--- config.mk ---
export PLATFORM = sky130hd
export DESIGN_NAME = nibble_serial_tx
export DESIGN_NICKNAME = d
export VERILOG_FILES = /design/src/rtl/nibble_serial_pkg.sv /design/src/rtl/nibble_serial_tx_bit_timer.sv /design/src/rtl/nibble_serial_tx.sv
export SDC_FILE = /design/constraint.sdc
export NUM_CORES = 1
export LEC_CHECK = 0
export BUFFER_PORTS_ARGS = -buffer_cell sky130_fd_sc_hd__buf_2
export CELL_PAD_IN_SITES_DETAIL_PLACEMENT = 1
export CELL_PAD_IN_SITES_GLOBAL_PLACEMENT = 2
export CORE_UTILIZATION = 32
export CTS_CLUSTER_DIAMETER = 80
export DETAILED_ROUTE_END_ITERATION = 6
export GPL_ROUTABILITY_DRIVEN = 1
export PLACE_DENSITY_LB_ADDON = 0.05
export SLEW_MARGIN = 5
export SYNTH_ARGS = -nofsm -noshare
export SYNTH_HDL_FRONTEND = slang
export SYNTH_SLANG_ARGS = --single-unit
export TNS_END_PERCENT = 20
--- constraint.sdc ---
create_clock -name clk -period 1.9 [get_ports clk]
set_input_delay 0.19 -clock clk [delete_from_list [all_inputs] [get_ports clk]]
set_output_delay 0.19 -clock clk [all_outputs]
set_load 0.01 [all_outputs]
--- src/rtl/nibble_serial_pkg.sv ---
// Shared types and constants for the nibble serial transmitter.
// Line levels are named here so the FSM reads in terms of frame fields.
package nibble_serial_pkg;

   typedef enum logic [1:0] {
      IDLE,
      START,
      DATA,
      STOP
   } tx_state_e;

   localparam logic LINE_IDLE   = 1'b1;
   localparam logic START_LEVEL = 1'b0;
   localparam logic STOP_LEVEL  = 1'b1;

   // Counter width for a modulo-n count; never narrower than one bit.
   function automatic int cnt_width(input int n);
      return (n <= 1) ? 1 : $clog2(n);
   endfunction

endpackage

--- src/rtl/nibble_serial_tx_bit_timer.sv ---
// Bit-period timer: counts 0..CLKS_PER_BIT-1 and flags the last cycle of each bit.
// Held at zero while clear is high so every frame starts on a fresh bit period.
module nibble_serial_tx_bit_timer
   import nibble_serial_pkg::*;
#(
   parameter int CLKS_PER_BIT = 4
) (
   input  logic clk,
   input  logic reset,
   input  logic clear,
   output logic tick
);

   localparam int              CW = cnt_width(CLKS_PER_BIT);
   localparam logic [CW-1:0]   TC = CW'(CLKS_PER_BIT - 1);

   logic [CW-1:0] cnt_q;
   logic [CW-1:0] cnt_d;

   always_comb begin
      cnt_d = cnt_q + 1'b1;
      if (clear || (cnt_q == TC)) begin
         cnt_d = '0;
      end
   end

   always_ff @(posedge clk) begin
      if (reset) begin
         cnt_q <= '0;
      end else begin
         cnt_q <= cnt_d;
      end
   end

   assign tick = (cnt_q == TC);

endmodule

--- src/rtl/nibble_serial_tx.sv ---
// Serial transmitter for ALU logic-stage results: start bit, DATA_W data bits, stop bit.
// tx_out comes straight from a flop so the line never glitches between bits.
module nibble_serial_tx
   import nibble_serial_pkg::*;
#(
   parameter int DATA_W       = 4,
   parameter int CLKS_PER_BIT = 4,
   parameter int MSB_FIRST    = 0
) (
   input  logic              clk,
   input  logic              reset,
   input  logic [DATA_W-1:0] data_in,
   input  logic              data_valid,
   output logic              data_ready,
   output logic              tx_out,
   output logic              busy,
   output logic              done
);

   localparam int            IW       = cnt_width(DATA_W);
   localparam logic [IW-1:0] LAST_IDX = IW'(DATA_W - 1);

   tx_state_e         state_q;
   logic              tx_q;
   logic [DATA_W-1:0] sr_q;
   logic [IW-1:0]     idx_q;
   logic              tick;

   // Next bit to put on the line, and the register after it has been consumed.
   function automatic logic head(input logic [DATA_W-1:0] w);
      return (MSB_FIRST != 0) ? w[DATA_W-1] : w[0];
   endfunction

   function automatic logic [DATA_W-1:0] shift(input logic [DATA_W-1:0] w);
      return (MSB_FIRST != 0) ? (w << 1) : (w >> 1);
   endfunction

   nibble_serial_tx_bit_timer #(
      .CLKS_PER_BIT (CLKS_PER_BIT)
   ) u_bit_timer (
      .clk   (clk),
      .reset (reset),
      .clear (state_q == IDLE),
      .tick  (tick)
   );

   always_ff @(posedge clk) begin
      if (reset) begin
         state_q <= IDLE;
         tx_q    <= LINE_IDLE;
         sr_q    <= '0;
         idx_q   <= '0;
      end else begin
         case (state_q)
            IDLE: begin
               if (data_valid) begin
                  sr_q    <= data_in;
                  tx_q    <= START_LEVEL;
                  state_q <= START;
               end
            end
            START: begin
               if (tick) begin
                  tx_q    <= head(sr_q);
                  sr_q    <= shift(sr_q);
                  idx_q   <= '0;
                  state_q <= DATA;
               end
            end
            DATA: begin
               if (tick) begin
                  if (idx_q == LAST_IDX) begin
                     tx_q    <= STOP_LEVEL;
                     state_q <= STOP;
                  end else begin
                     tx_q  <= head(sr_q);
                     sr_q  <= shift(sr_q);
                     idx_q <= idx_q + 1'b1;
                  end
               end
            end
            STOP: begin
               if (tick) begin
                  state_q <= IDLE;
               end
            end
            default: begin
               state_q <= IDLE;
               tx_q    <= LINE_IDLE;
            end
         endcase
      end
   end

   // A reset landing in the last stop cycle abandons the frame, so done is masked too.
   assign data_ready = (state_q == IDLE) && !reset;
   assign busy       = (state_q != IDLE);
   assign done       = (state_q == STOP) && tick && !reset;
   assign tx_out     = tx_q;

endmodule

* Word level (Yosys, flattened, before mapping)
Index checks and enable logic that the tools add are counted.
** Word-level totals
- RAM bits :: 0
- Latch bits :: 0
- Output and inout port bits :: 4
- Bits in registers :: 11
- Memories :: 0
- Input bits :: 7
- Word-level logic and storage cells :: 51
- Bits in read-only memories :: 0
** Cells by class
- Bitwise logic cells :: 0
- Reductions and logical operators :: 14
- Multiplexer cells :: 19
- $lt $le $gt $ge :: 0
- Add/subtract/negate cells :: 2
- Div/mod/pow operators :: 0
- Multiply operators :: 0
- Shift operators :: 0
- Eq/ne operators :: 11
** Operators by type and width (count)
- two-way mux 4 bit :: 4
- two-way mux 2 bit :: 7
- != test 2 bit, second input constant :: 6
- one-hot mux 4 bit (3 select lines) :: 1
- AND reduction 5 bit :: 2
- equality test 2 bit, second input constant :: 4
- one-hot mux 2 bit (4 select lines) :: 1
- AND reduction 4 bit :: 2
- adder 2 x 1 -> 2 bit, second input constant :: 2
- two-way mux 1 bit :: 4
- one-hot mux 2 bit (2 select lines) :: 1
- nonzero test 2 bit :: 2
- logical AND 1 bit :: 3
- one-hot mux 1 bit (3 select lines) :: 1
- nonzero test 3 bit :: 1
- equality test 2 x 1 -> 1 bit, second input constant :: 1
- logical NOT 2 bit :: 1
- OR reduction 2 bit :: 1
- logical NOT 1 bit :: 1
- logical OR 1 bit :: 1

* Longest topological paths before layout
- Depth in word-level cells :: 4
- Gate-level depth with buffers :: 6
- Mapped depth without buffers :: 6

* Hierarchy
From an unflattened synthesis, not the netlist that was laid out.
** Second synthesis, totals
- Cells, all modules :: 70
- Area total of the unflattened synthesis :: 655.6 µm²
** Modules (own cells, without submodules)
- nibble_serial_tx :: area each 575.6 µm², cells each 65, times used 1
- nibble_serial_tx_bit_timer :: area each 80.1 µm², cells each 5, times used 1

* Worst setup path after synthesis
OpenSTA, ideal clock, no wires.
- Path kind :: register to register
- Start :: register state_q[0]
- End :: register sr_q[3]
- Setup time :: 0.070 ns
- Setup slack :: 0.326 ns
- Data required time :: 1.830 ns
- Data arrival time :: 1.504 ns
- Stages on the path, launching flop included :: 7
- Buffers on the path :: 0
- Path through :: dfxtp_1 -> inv_1 -> ha_1 -> nor2_2 -> o2111ai_4 -> or3b_1 -> a21oi_1
** Between the ends
- Word-level cells in the longest chain between the ends :: 3
** RTL lines
- from (decl) :: line nibble_serial_tx.sv:23 : tx_state_e state_q;
- from (signal assigned) :: line nibble_serial_tx.sv:49 : state_q <= IDLE;
- from (signal assigned) :: line nibble_serial_tx.sv:59 : state_q <= START;
- from (signal assigned) :: line nibble_serial_tx.sv:67 : state_q <= DATA;
- equality test 2 bit (tied with other cells) :: line nibble_serial_tx.sv:54 : case (state_q)
- != test 2 bit (no line) or nonzero test 3 bit (tied branches)
- AND reduction 5 bit (no line)
- to (signal assigned) :: line nibble_serial_tx.sv:57 : sr_q <= data_in;
- to (signal assigned) :: line nibble_serial_tx.sv:65 : sr_q <= shift(sr_q);
- to (signal assigned) :: line nibble_serial_tx.sv:77 : sr_q <= shift(sr_q);
- to (decl) :: line nibble_serial_tx.sv:25 : logic [DATA_W-1:0] sr_q;
Parallel ways exist; a longest one is shown, timed or not.
A chain may end at the register's enable or synchronous reset.

* Worst setup path after layout
Same ends and word-level chain as after synthesis.

==> flow_summary.json <==
{
  "postCtsSetupBuffers": 0,
  "nets": 103,
  "max-clock-path-buffers": 2,
  "fmax_mhz": 569,
  "netlist_area_sq_um": 668,
  "layout_min_cycle_time_ns": 1.76,
  "setup_viol": 0,
  "numClockSinks": 11,
  "drtIter0Drc": 0,
  "syn-num-nets": 89,
  "synth-seq-cells": 11,
  "finClkSkew_ns": 0.00694,
  "die_h_um": 47.7,
  "pin_count": 11,
  "relSlewSlack": 0.743,
  "min_path_cells": 2,
  "worstPathRequired_ns": 2.10,
  "p_leak_nw": 0.350,
  "final_cell_mix": "11 x dfxtp_1, 10 x buf_2, 9 x nor2_1, 9 x ha_1",
  "dpl_cell_area_sq_um": 744,
  "end_kind": "flip-flop",
  "rsz0062_at_grt": "no",
  "crit_fanout": 5,
  "p_per_area_nw_per_um2": 1490,
  "use_met2": 0.222,
  "yosys_warnings": 0,
  "die_x_um": 47.7,
  "core_area_sq_um": 1960,
  "grt_pass1_vias": 502,
  "setup_tns_ns": 0,
  "antenna_left": 0,
  "synth_area_leader_cell": "dfxtp_1",
  "place_inst": 109,
  "crit_start": "state_q[0]",
  "grt_max_degree": 14,
  "cts_tree": "yes",
  "antenna_found_initial": 0,
  "cts_root_buf": "clkbuf_4",
  "n_antenna_cell": 0,
  "cts_hold_buf": 0,
  "area_growth_pct": 15.4,
  "wire_per_inst_um": 12.2,
  "drv_cap": 0,
  "die-area_sq_um": 2270,
  "insertion_delay_ns": 0.26,
  "netlist.area_leader.share": 0.330,
  "vias": 535,
  "grt-ovfl-total": 0,
  "initial_core_util": 0.341,
  "fp-row-count": 16,
  "worstRegToRegCells": 6,
  "finalInstanceArea_sq_um": 771,
  "grt_pass1_wl_um": 2190,
  "cts.htree.levels": 1,
  "finalHoldViolCount": 0,
  "post-route-drc-count": 0,
  "worstPathArrival_ns": 1.96,
  "gr-usage-met3": 0.0340,
  "startpoint_type": "flip-flop",
  "status": "finished, final reports clean",
  "cts_buffers": 3,
  "fin_crit_sh": 0.924,
  "path_clk_slew_ns": 0.07,
  "ys_top_cells_by_area": "dfxtp_1 33%, ha_1 17%, mux2i_1 7.5%, nor2_1 5.1%, mux2_2 5.1%",
  "post_cts_resized": 0,
  "grtUsageMet1": 0.186,
  "r2r_start": "state_q[0]",
  "r2r_slack_ns": 0.14,
  "whs_ns": 0.251,
  "ys_types": 24,
  "track_usage": 0.145,
  "portBuffers": 10,
  "worst_pin_slew_ns": 0.386,
  "ys_seq_area_frac": 0.330,
  "busiest_layer": "met2",
  "drv_slew": 0,
  "gp_congestion": 0.675,
  "drive_above_1_share": 0.244,
  "drt_wl_total_um": 1380,
  "fin_cells": 113,
  "hpwl_um": 1100,
  "drt-vias-per-instance": 4.73,
  "drt_pass1_iterations": 1,
  "worstSetupPathType": "reg2reg",
  "final_common_cell": "dfxtp_1",
  "min_path_type": "in2reg",
  "critPathCapture": "sr_q[3]",
  "syn_area_per_cell_sq_um": 9.15,
  "vdd.ir_drop.worst_uv": 584,
  "syn_inst": 73,
  "r2r-end": "sr_q[3]"
}
-- logic make-up (layout without fill, tap and decap cells) --
logic type                 count (synthesis)  in the layout  synth area share
adders and majority gates                  9              9             0.169
DFF                                       11             11             0.330
AOI/OAI and AO/OA                         10             10             0.125
buffers and inverters                      9             22            0.0618
muxes                                      8              8             0.125
and+or+nand+nor                           26             26             0.189
-- sequential cells by signal, summed over array words and instances, names as in the netlist --
signal / flops
sr_q: 4
u_bit_timer.cnt_q: 2
tx_out: 1
idx_q: 2
state_q: 2
-- power by group --
group          total [W]  switching (W)  internal (W)  leakage [nW]
Combinational   0.000634       0.000333      0.000301         0.245
Sequential      0.000356      0.0000496      0.000306        0.0901
Clock           0.000158      0.0000770     0.0000811        0.0150
Total            0.00115       0.000460      0.000688         0.350
-- final cells by class --
class                      count  area, sq um
fill                         259         1190
multi-input combinational     53          407
sequential                    11          220
timing repair buffer          11         57.6
tap                           27         33.8
clock buffer                   4         26.3
inverter                       7         26.3
-- synth_stat cells (all sizes together) --
library cell	n
a211oi	1
a21oi	3
buf	2
dfxtp	11
ha	9
inv	7
mux2	3
mux2i	5
nand2	7
nand2b	1
nand3	1
nor2	10
nor2b	1
nor3	2
nor4	1
nor4b	1
o2111ai	1
o211ai	1
o21ai	2
o221ai	1
o32ai	1
or2	1
or3b	1
-- worst max-delay path: stages (launching register included) --
cell,delay [ns]
dfxtp_1,0.39
inv_1,0.12
ha_1,0.29
nor2_2,0.18
o2111ai_4,0.18
or3b_1,0.41
a21oi_1,0.14
-- per-stage QoR --
stage / setup WS, ns / util / power [W]
detailed placement: 0.170 / 0.379 / 0.00100
floorplan: 0.326 / - / 0.000845
global route: 0.0578 / 0.393 / 0.00126
global placement: 0.185 / 0.379 / 0.000998
finish: 0.144 / 0.393 / 0.00115
CTS: 0.145 / 0.393 / 0.00117
-- how the worst min path moves through the flow --
| stage | start | endpoint | slack (ns) |
|---|---|---|---|
| after CTS | reset | sr_q[0] | 0.26 |
| after detailed placement | sr_q[3] | sr_q[3] | 0.44 |
| after global routing | data_in[3] | sr_q[3] | 0.25 |
| after global placement | u_bit_timer.cnt_q[0] | u_bit_timer.cnt_q[0] | 0.43 |
| after floorplan | reset | u_bit_timer.cnt_q[0] | 0.26 |
| final | reset | sr_q[0] | 0.25 |
-- metal layers --
| layer | up-vias | part of all wire | routed length, um |
|---|---|---|---|
| li1 | 275 | - | - |
| met1 | 251 | 0.50 | 693 |
| met2 | 7 | 0.47 | 645 |
| met3 | 2 | 0.025 | 34 |
| met4 | 0 | 0.0079 | 11 |
| met5 | - | 0 | 0 |
No activity file was read; power rests on OpenSTA's default activity.
